--- src/rtl/jogador_automatico.sv ---
// Automatic player for the memory game: records the LED sequence shown each
// round and replays it on the buttons until the game reports win, loss or timeout.
module jogador_automatico #(
    parameter int MAX_SEQ = 16,
    parameter int QUIET   = 50,
    parameter int PRESS   = 20,
    parameter int GAP     = 20
) (
    input  logic       clock,
    input  logic       reset,
    input  logic       ativar,
    input  logic       errar,
    input  logic [3:0] leds,
    input  logic       ganhou,
    input  logic       perdeu,
    input  logic       timeout,
    output logic [3:0] botoes,
    output logic       jogar,
    output logic       ocupado,
    output logic       venceu,
    output logic       falhou,
    output logic       overflow,
    output logic [2:0] db_estado,
    output logic [4:0] db_gravadas
);
    typedef enum logic [2:0] {
        OCIOSO    = 3'd0,
        DISPARA   = 3'd1,
        OBSERVA   = 3'd2,
        PRESSIONA = 3'd3,
        SOLTA     = 3'd4,
        FIM       = 3'd5,
        ERRO      = 3'd6
    } estado_t;

    localparam int AW = (MAX_SEQ > 1) ? $clog2(MAX_SEQ) : 1;

    estado_t     estado_q, estado_d;
    logic [4:0]  wptr_q, wptr_d, rptr_q, rptr_d;
    logic [15:0] quiet_q, quiet_d, tmr_q, tmr_d;
    logic [3:0]  prev_q, prev_d;
    logic [3:0]  botoes_q, botoes_d;
    logic        jogar_q, jogar_d;
    logic        venceu_q, venceu_d, falhou_q, falhou_d, overflow_q, overflow_d;
    logic [3:0]  mem_q [MAX_SEQ];
    logic        cap_en, ovf_set, fim_ev, um_quente;
    logic [3:0]  lida, tecla;

    assign um_quente = (leds != 4'd0) && ((leds & (leds - 4'd1)) == 4'd0);
    assign fim_ev    = (ganhou | perdeu | timeout) &&
                       (estado_q inside {DISPARA, OBSERVA, PRESSIONA, SOLTA});

    // The final press of a round is rotated when errar is set, so it never matches.
    assign lida  = mem_q[rptr_q[AW-1:0]];
    assign tecla = (errar && (rptr_q == wptr_q - 5'd1)) ? {lida[2:0], lida[3]} : lida;

    always_ff @(posedge clock or posedge reset) begin
        if (reset) begin
            estado_q   <= OCIOSO;
            wptr_q     <= 5'd0;
            rptr_q     <= 5'd0;
            quiet_q    <= 16'd0;
            tmr_q      <= 16'd0;
            prev_q     <= 4'd0;
            botoes_q   <= 4'd0;
            jogar_q    <= 1'b0;
            venceu_q   <= 1'b0;
            falhou_q   <= 1'b0;
            overflow_q <= 1'b0;
        end else begin
            estado_q   <= estado_d;
            wptr_q     <= wptr_d;
            rptr_q     <= rptr_d;
            quiet_q    <= quiet_d;
            tmr_q      <= tmr_d;
            prev_q     <= prev_d;
            botoes_q   <= botoes_d;
            jogar_q    <= jogar_d;
            venceu_q   <= venceu_d;
            falhou_q   <= falhou_d;
            overflow_q <= overflow_d;
        end
    end

    always_ff @(posedge clock) begin
        if (cap_en) mem_q[wptr_q[AW-1:0]] <= leds;
    end

    always_comb begin
        estado_d = estado_q;
        wptr_d   = wptr_q;
        rptr_d   = rptr_q;
        quiet_d  = quiet_q;
        tmr_d    = tmr_q;
        prev_d   = prev_q;
        cap_en   = 1'b0;
        ovf_set  = 1'b0;
        case (estado_q)
            OCIOSO: if (ativar) estado_d = DISPARA;
            DISPARA: begin
                wptr_d   = 5'd0;
                quiet_d  = 16'd0;
                prev_d   = 4'd0;
                estado_d = OBSERVA;
            end
            OBSERVA: begin
                prev_d = leds;
                // Garbage (multi-hot) values neither count as quiet nor break it.
                if (leds == 4'd0) begin
                    if (wptr_q != 5'd0) quiet_d = quiet_q + 16'd1;
                end else if (um_quente) begin
                    quiet_d = 16'd0;
                end
                if (um_quente && (leds != prev_q)) begin
                    if (wptr_q == 5'(MAX_SEQ)) begin
                        ovf_set  = 1'b1;
                        estado_d = ERRO;
                    end else begin
                        cap_en = 1'b1;
                        wptr_d = wptr_q + 5'd1;
                    end
                end else if (quiet_d == 16'(QUIET)) begin
                    rptr_d   = 5'd0;
                    tmr_d    = 16'd0;
                    estado_d = PRESSIONA;
                end
            end
            PRESSIONA: begin
                if (tmr_q == 16'(PRESS - 1)) begin
                    tmr_d    = 16'd0;
                    estado_d = SOLTA;
                end else begin
                    tmr_d = tmr_q + 16'd1;
                end
            end
            SOLTA: begin
                if (tmr_q == 16'(GAP - 1)) begin
                    tmr_d  = 16'd0;
                    rptr_d = rptr_q + 5'd1;
                    if (rptr_q + 5'd1 == wptr_q) begin
                        wptr_d   = 5'd0;
                        quiet_d  = 16'd0;
                        prev_d   = 4'd0;
                        estado_d = OBSERVA;
                    end else begin
                        estado_d = PRESSIONA;
                    end
                end else begin
                    tmr_d = tmr_q + 16'd1;
                end
            end
            FIM, ERRO: if (!ativar) estado_d = OCIOSO;
            default: estado_d = OCIOSO;
        endcase
        if (fim_ev) begin
            estado_d = FIM;
            cap_en   = 1'b0;
            ovf_set  = 1'b0;
        end
    end

    always_comb begin
        botoes_d   = 4'd0;
        if ((estado_q == PRESSIONA) && !fim_ev) botoes_d = tecla;
        jogar_d    = (estado_d == DISPARA);
        venceu_d   = venceu_q;
        falhou_d   = falhou_q;
        overflow_d = overflow_q | ovf_set;
        if (estado_d == OCIOSO) begin
            venceu_d   = 1'b0;
            falhou_d   = 1'b0;
            overflow_d = 1'b0;
        end
        if (fim_ev) begin
            venceu_d = ganhou;
            falhou_d = perdeu | timeout;
        end
    end

    assign botoes      = botoes_q;
    assign jogar       = jogar_q;
    assign venceu      = venceu_q;
    assign falhou      = falhou_q;
    assign overflow    = overflow_q;
    assign ocupado     = !((estado_q == OCIOSO) || (estado_q == FIM));
    assign db_estado   = estado_q;
    assign db_gravadas = wptr_q;
endmodule
--- config.mk ---
export PLATFORM = sky130hd
export DESIGN_NAME = jogador_automatico
export DESIGN_NICKNAME = d
export VERILOG_FILES = /design/src/rtl/jogador_automatico.sv
export SDC_FILE = /design/constraint.sdc
export NUM_CORES = 1
export LEC_CHECK = 0
export ABC_AREA = 1
export BUFFER_PORTS_ARGS = -buffer_cell sky130_fd_sc_hd__clkbuf_2
export CAP_MARGIN = 20
export CORE_ASPECT_RATIO = 2
export CORE_MARGIN = 5
export CORE_UTILIZATION = 35
export CTS_CLUSTER_DIAMETER = 40
export CTS_CLUSTER_SIZE = 25
export DETAILED_ROUTE_END_ITERATION = 6
export HOLD_SLACK_MARGIN = 0.05
export PLACE_DENSITY = 0.56
export SKIP_CTS_REPAIR_TIMING = 1
export SLEW_MARGIN = 10
export SYNTH_ARGS = -nofsm -noshare
export SYNTH_HDL_FRONTEND = slang
export SYNTH_SLANG_ARGS = --single-unit
export TNS_END_PERCENT = 30
--- constraint.sdc ---
create_clock -name clock -period 3 [get_ports clock]
set_clock_uncertainty 0.2 [all_clocks]
set_input_delay 0.15 -clock clock [delete_from_list [all_inputs] [get_ports clock]]
set_output_delay 0.15 -clock clock [all_outputs]
set_load 0.01 [all_outputs]
==> results.json, run 1 <==
{
  "run_status": "finished clean",
  "first_pass_iters": 5,
  "hold_viol_final": 0,
  "fillers": 1792,
  "fmaxAchievable_mhz": 363,
  "part_of_the_yosys_area_used_for_sequential_elements": 0.527,
  "synth_cell_type_count": 43,
  "row_count": 69,
  "grt_setup_unrepaired": "no",
  "grt_overflow": 0,
  "crit_path_top_delay_cell": "dlygate4sd3_1",
  "synth_warnings": 0,
  "r2r_setup_slack_ps": 290,
  "r2r_start": "db_gravadas[1]",
  "arrival_ps": 2620,
  "drive_above_1_share": 0.158,
  "clk_pin_slew_worst_paths_ps": 60,
  "drv_cap": 0,
  "synthFlopType": "edfxtp_1",
  "initial_antenna_violation_count": 0,
  "classification_of_the_worst_slack_hold_path": "in -> async",
  "finalWirelength_um": 17300,
  "via_per_inst": 5.25,
  "crit_chain": "dlygate4sd3_1 -> clkbuf_2 -> nor2_1 -> dlygate4sd3_1 -> inv_1 -> o22ai_2 -> inv_1 -> nor3_2 -> nand2_1 -> nor2_1",
  "post_synth_inst_count": 702,
  "relSlewSlack": 0.593,
  "worstSetupPathType": "in -> reg",
  "worst-path-max-fanout": 4,
  "detailedRoute.firstIterationViolations": 293,
  "timing.final.setup_violations": 0,
  "grt_start_max_net_pins": 43,
  "placeableCoreArea_um2": 17800,
  "place.port_buffers": 27,
  "clockRootBuffer": "clkbuf_16",
  "boundaryPins": 28,
  "ff2ff_path_depth": 17,
  "die_height_um": 201,
  "layout_min_cycle_time_ps": 2760,
  "ant_nets": 0,
  "worstMarginPinSlew_ps": 611,
  "pleak_nw": 3.16,
  "number_of_sinks_handled_by_clock_tree_synthesis": 121,
  "r2r-end": "tmr_q[0]",
  "slew_violations": 0,
  "floorplan.die_area_um2": 21100,
  "tritoncts.num_buffers": 17,
  "synth_fp_nets": 721,
  "area_growth_syn_to_layout_pct": 18.7,
  "wl_per_cell_um": 17.4,
  "clk-insertion-delay-late_ps": 420,
  "worstSetupStartpointType": "input port",
  "antenna_cells": 0,
  "seqCellArea_um2": 3350,
  "number_of_synthesized_flops_with_an_enable_pin": 64,
  "tns_ps": 0,
  "final_net_count": 784,
  "cts_tree": "yes",
  "stdcell_count": 991,
  "synth_async_sr_flop_share": 0.471,
  "die_w_um": 105,
  "htree_levels": 4,
  "placed_cells": 949,
  "ys_seq_elements": 121,
  "detail_route.drc_violations": 0,
  "multiInputGateArea_um2": 2610,
  "start_util": 0.357,
  "vias_in_the_first_global_route": 5356,
  "clock_tree.buffer_depth": 2,
  "dr_total_vias": 5199,
  "worst_setup_path_end_kind": "flip-flop",
  "hpwl_detailed_um": 12800,
  "grt_use_total": 0.169,
  "timing.critical_path.required_ps": 2860,
  "utilization": 0.424,
  "syn-mean-instance-area_um2": 9.05,
  "syn_area_um2": 6350,
  "final_min_period_over_clock_period": 0.918,
  "cpPeakStageDelay_ps": 560,
  "finalWeightedCongestion": 0.928,
  "grt_first_pass_wirelength_um": 28100,
  "power_density_nw_per_um2": 714,
  "ir_worst_vdd_mv": 0.444
}
[layout make-up]
cell class / count / share of cell area
flip-flops and latches: 121 / 0.444
multi-input cells: 485 / 0.346
repair buffers: 65 / 0.0614
clock buffers: 21 / 0.0597
inverters: 75 / 0.0373
well taps: 213 / 0.0353
clock inverters: 11 / 0.0164
[cells in the mapped netlist (all sizes together), types with 6 or more instances]
master,number,area share
inv,74,0.044
buf,6,0.011
nand3,67,0.056
dfrtp,57,0.22
nor3,17,0.016
nand2,138,0.087
xnor2,9,0.012
o21ai,62,0.049
ha,8,0.016
nand4,15,0.015
nor2,99,0.066
a21oi,8,0.0075
clkbuf,15,0.0091
o2111ai,9,0.012
edfxtp,64,0.30
xor2,18,0.025
o22ai,23,0.033
[critical path: cells and delay by family]
kind                   cells  cell delay [ps]
buffers and inverters      5             1410
AO/OA/AOI/OAI              1              150
AND/OR/NAND/NOR            4              900
[worst max-delay path by stage]
stage / start / end / slack [ps] / cells after the start
5_1_grt: db_gravadas[1] / tmr_q[13] / 60 / 17
6_report: perdeu / mem_q[15][0] / 240 / 10
3_5_place_dp: db_gravadas[1] / tmr_q[13] / 250 / 16
3_3_place_gp: db_gravadas[1] / tmr_q[0] / 300 / 16
2_1_floorplan: db_gravadas[0] / tmr_q[10] / 600 / 15
4_1_cts: db_gravadas[1] / tmr_q[0] / 250 / 16
[cell usage in the layout (no fill, tap or decap), types with 3 or more instances in the layout]
master / netlist / final
buf_4: 1 / 28
nor4_1: 3 / 3
inv_1: 70 / 69
nor2_4: 6 / 6
clkinv_2: 0 / 4
nor3_1: 15 / 15
xor2_1: 18 / 18
nand3_1: 65 / 65
o211ai_1: 3 / 3
clkbuf_1: 14 / 3
clkinv_4: 0 / 4
ha_1: 8 / 8
o22ai_2: 10 / 10
o21ai_0: 58 / 58
nor2_1: 92 / 91
a21oi_1: 6 / 6
o21ai_1: 3 / 3
clkbuf_16: 0 / 17
o2111ai_1: 9 / 9
inv_2: 4 / 5
xnor2_1: 9 / 9
o22ai_1: 13 / 13
edfxtp_1: 64 / 64
clkbuf_2: 1 / 27
nand2_1: 132 / 132
nand2_4: 4 / 3
dfrtp_1: 57 / 57
nand4_1: 15 / 15
dlygate4sd3_1: 0 / 9
[metal layers]
layer,global-route usage,vias up,routed length [um]
met1,0.173,2503,6220
met5,0,-,0
met4,0.0759,0,512
li1,-,2510,-
met2,0.324,145,9870
met3,0.0293,41,660
[cell families (layout without fill, tap and decap cells)]
| group | count (synthesis) | in the layout | synth area share |
|---|---|---|---|
| fa+ha+maj | 8 | 8 | 0.0158 |
| xor+xnor | 27 | 27 | 0.0372 |
| buf+inv | 96 | 172 | 0.0642 |
| simple gates | 341 | 341 | 0.245 |
| compound gates | 109 | 109 | 0.111 |
| flops | 121 | 121 | 0.527 |
[flip-flops by register name (all words and copies together) (netlist names), 3 cells and up]
signal,cells
botoes,4
db_estado,3
db_gravadas,5
mem_q,64
prev_q,4
quiet_q,16
rptr_q,5
tmr_q,16
[report_power, final]
part / total [W] / internal, W / switching (W)
clock network: 0.00198 / 0.00124 / 0.000739
registers: 0.00206 / 0.00190 / 0.000156
logic: 0.00135 / 0.000466 / 0.000880
[metrics by stage]
stage | area (um^2) | worst slack (ps) | hold slack [ps] | total power (W)
2_1_floorplan | 6350 | 599 | 48.9 | 0.00299
3_3_place_gp | 6840 | 295 | 190 | 0.00342
3_5_place_dp | 6840 | 247 | 199 | 0.00342
4_1_cts | 7410 | 246 | -247 | 0.00541
5_1_grt | 7540 | 58.7 | 163 | 0.00569
6_report | 7540 | 245 | 106 | 0.00539
Note: power is estimated with default switching activity, not from simulation.
==> run 2: changes to the inputs <==
Settings changed: CELL_PAD_IN_SITES_DETAIL_PLACEMENT set to 2, CELL_PAD_IN_SITES_GLOBAL_PLACEMENT set to 2, PLACE_DENSITY 0.56 to 0.79.
Clock period 3 ns to 3.39 ns, I/O delays scaled along.
==> results.json, run 2 (synthesis gave the netlist of run 1 again) <==
{
  "run_status": "finished clean",
  "fillers": 1957,
  "tritoncts.num_buffers": 17,
  "worstSetupStartpointType": "input port",
  "placeableCoreArea_um2": 17800,
  "detailedRoute.firstIterationViolations": 175,
  "ir_worst_vdd_mv": 0.345,
  "wl_per_cell_um": 22.4,
  "first_pass_iters": 4,
  "clock_tree.buffer_depth": 2,
  "finalWirelength_um": 21900,
  "drive_above_1_share": 0.148,
  "worstSetupPathType": "in -> reg",
  "die_w_um": 105,
  "boundaryPins": 28,
  "area_growth_syn_to_layout_pct": 17.3,
  "largest_reg_flops": 64,
  "grt_start_max_net_pins": 35,
  "finalWeightedCongestion": 0.849,
  "htree_levels": 4,
  "worst-path-max-fanout": 7,
  "hold_viol_final": 0,
  "detail_route.drc_violations": 0,
  "relSlewSlack": 0.487,
  "grt_overflow": 0,
  "final_net_count": 771,
  "tns_ps": 0,
  "clockRootBuffer": "clkbuf_16",
  "cts_tree": "yes",
  "drv_cap": 0,
  "grt_first_pass_wirelength_um": 35100,
  "power_density_nw_per_um2": 659,
  "pleak_nw": 3.10,
  "die_height_um": 201,
  "place.port_buffers": 27,
  "clk-insertion-delay-late_ps": 420,
  "mostFrequentLayoutCells": "nand2_1 (132), nor2_1 (91), inv_1 (69)",
  "dr_total_vias": 5309,
  "layout.cells.most_common": "nand2_1",
  "clk_pin_slew_worst_paths_ps": 60,
  "hold_path_depth": 1,
  "timing.final.setup_violations": 0,
  "via_per_inst": 5.43,
  "vias_in_the_first_global_route": 6342,
  "worst_setup_path_end_kind": "flip-flop",
  "hpwl_detailed_um": 16200,
  "classification_of_the_worst_slack_hold_path": "in -> reg",
  "ff2ff_path_depth": 16,
  "start_util": 0.357,
  "fmaxAchievable_mhz": 324,
  "initial_antenna_violation_count": 0,
  "final_min_period_over_clock_period": 0.910,
  "slew_violations": 0,
  "grt_use_total": 0.215,
  "layout_min_cycle_time_ps": 3080,
  "setup_slack_ps": 306,
  "worstMarginPinSlew_ps": 769,
  "grt_setup_unrepaired": "no",
  "utilization": 0.419,
  "number_of_sinks_handled_by_clock_tree_synthesis": 121,
  "timing.critical_path.required_ps": 3240,
  "floorplan.die_area_um2": 21100,
  "arrival_ps": 2940,
  "place_worst_setup_slack_ps": 272,
  "row_count": 69,
  "ant_nets": 0,
  "antenna_cells": 0
}
## run 2: cell count changes in the layout (fill, tap and decap cells not counted), moves of 2 or more
cell and change:
buf_4 -11, clkbuf_1 -3, clkinv_2 -2, clkinvlp_4 +2
## run 2: where the power goes
part	internal [W]	switching, W
logic	0.000368	0.000837
registers	0.00168	0.000148
clock network	0.00118	0.000691
total	0.00323	0.00168
## run 2: critical path: stages
cell and delay, ps:
dlygate4sd3_1 550, clkbuf_2 110, nor2_1 90, dlygate4sd3_1 570, inv_1 70, o22ai_2 320, inv_1 160, nor3_2 250
nand2_1 190, nor2_1 460
## run 2: layout make-up
class,instances,area [um^2],area share
clock inverter,14,171,0.0230
clock buffer,18,439,0.0590
multi-input combinational,485,2600,0.349
tap,213,267,0.0358
sequential,121,3350,0.450
inverter,75,282,0.0378
timing repair buffer,52,343,0.0460
## run 2: worst paths after layout
check                      slack, ps      startpoint            to
max in group asynchronous       1900           reset     prev_q[1]
max                              310         timeout   mem_q[5][1]
min                              140         leds[0]  mem_q[12][0]
min reg2reg                      330       prev_q[0]     prev_q[0]
max reg2reg                      390  db_gravadas[1]      tmr_q[0]
min in group asynchronous        240           reset      tmr_q[6]
## run 2: stage by stage
step           cells  area, um^2  power, W  hold WS (ps)
6_report         978        7450   0.00490           135
2_1_floorplan    702        6350   0.00264          68.4
3_3_place_gp     938        6750   0.00298           132
5_1_grt          978        7450   0.00517           171
4_1_cts          970        7360   0.00496          -299
3_5_place_dp     938        6750   0.00305           150
## run 2: routing by layer
metal / global-route usage / routed length (um) / part of all wire
met3: 0.0377 / 441 / 0.020
met1: 0.195 / 7170 / 0.33
met5: 0 / 0 / 0
met2: 0.429 / 13200 / 0.60
met4: 0.114 / 1150 / 0.053
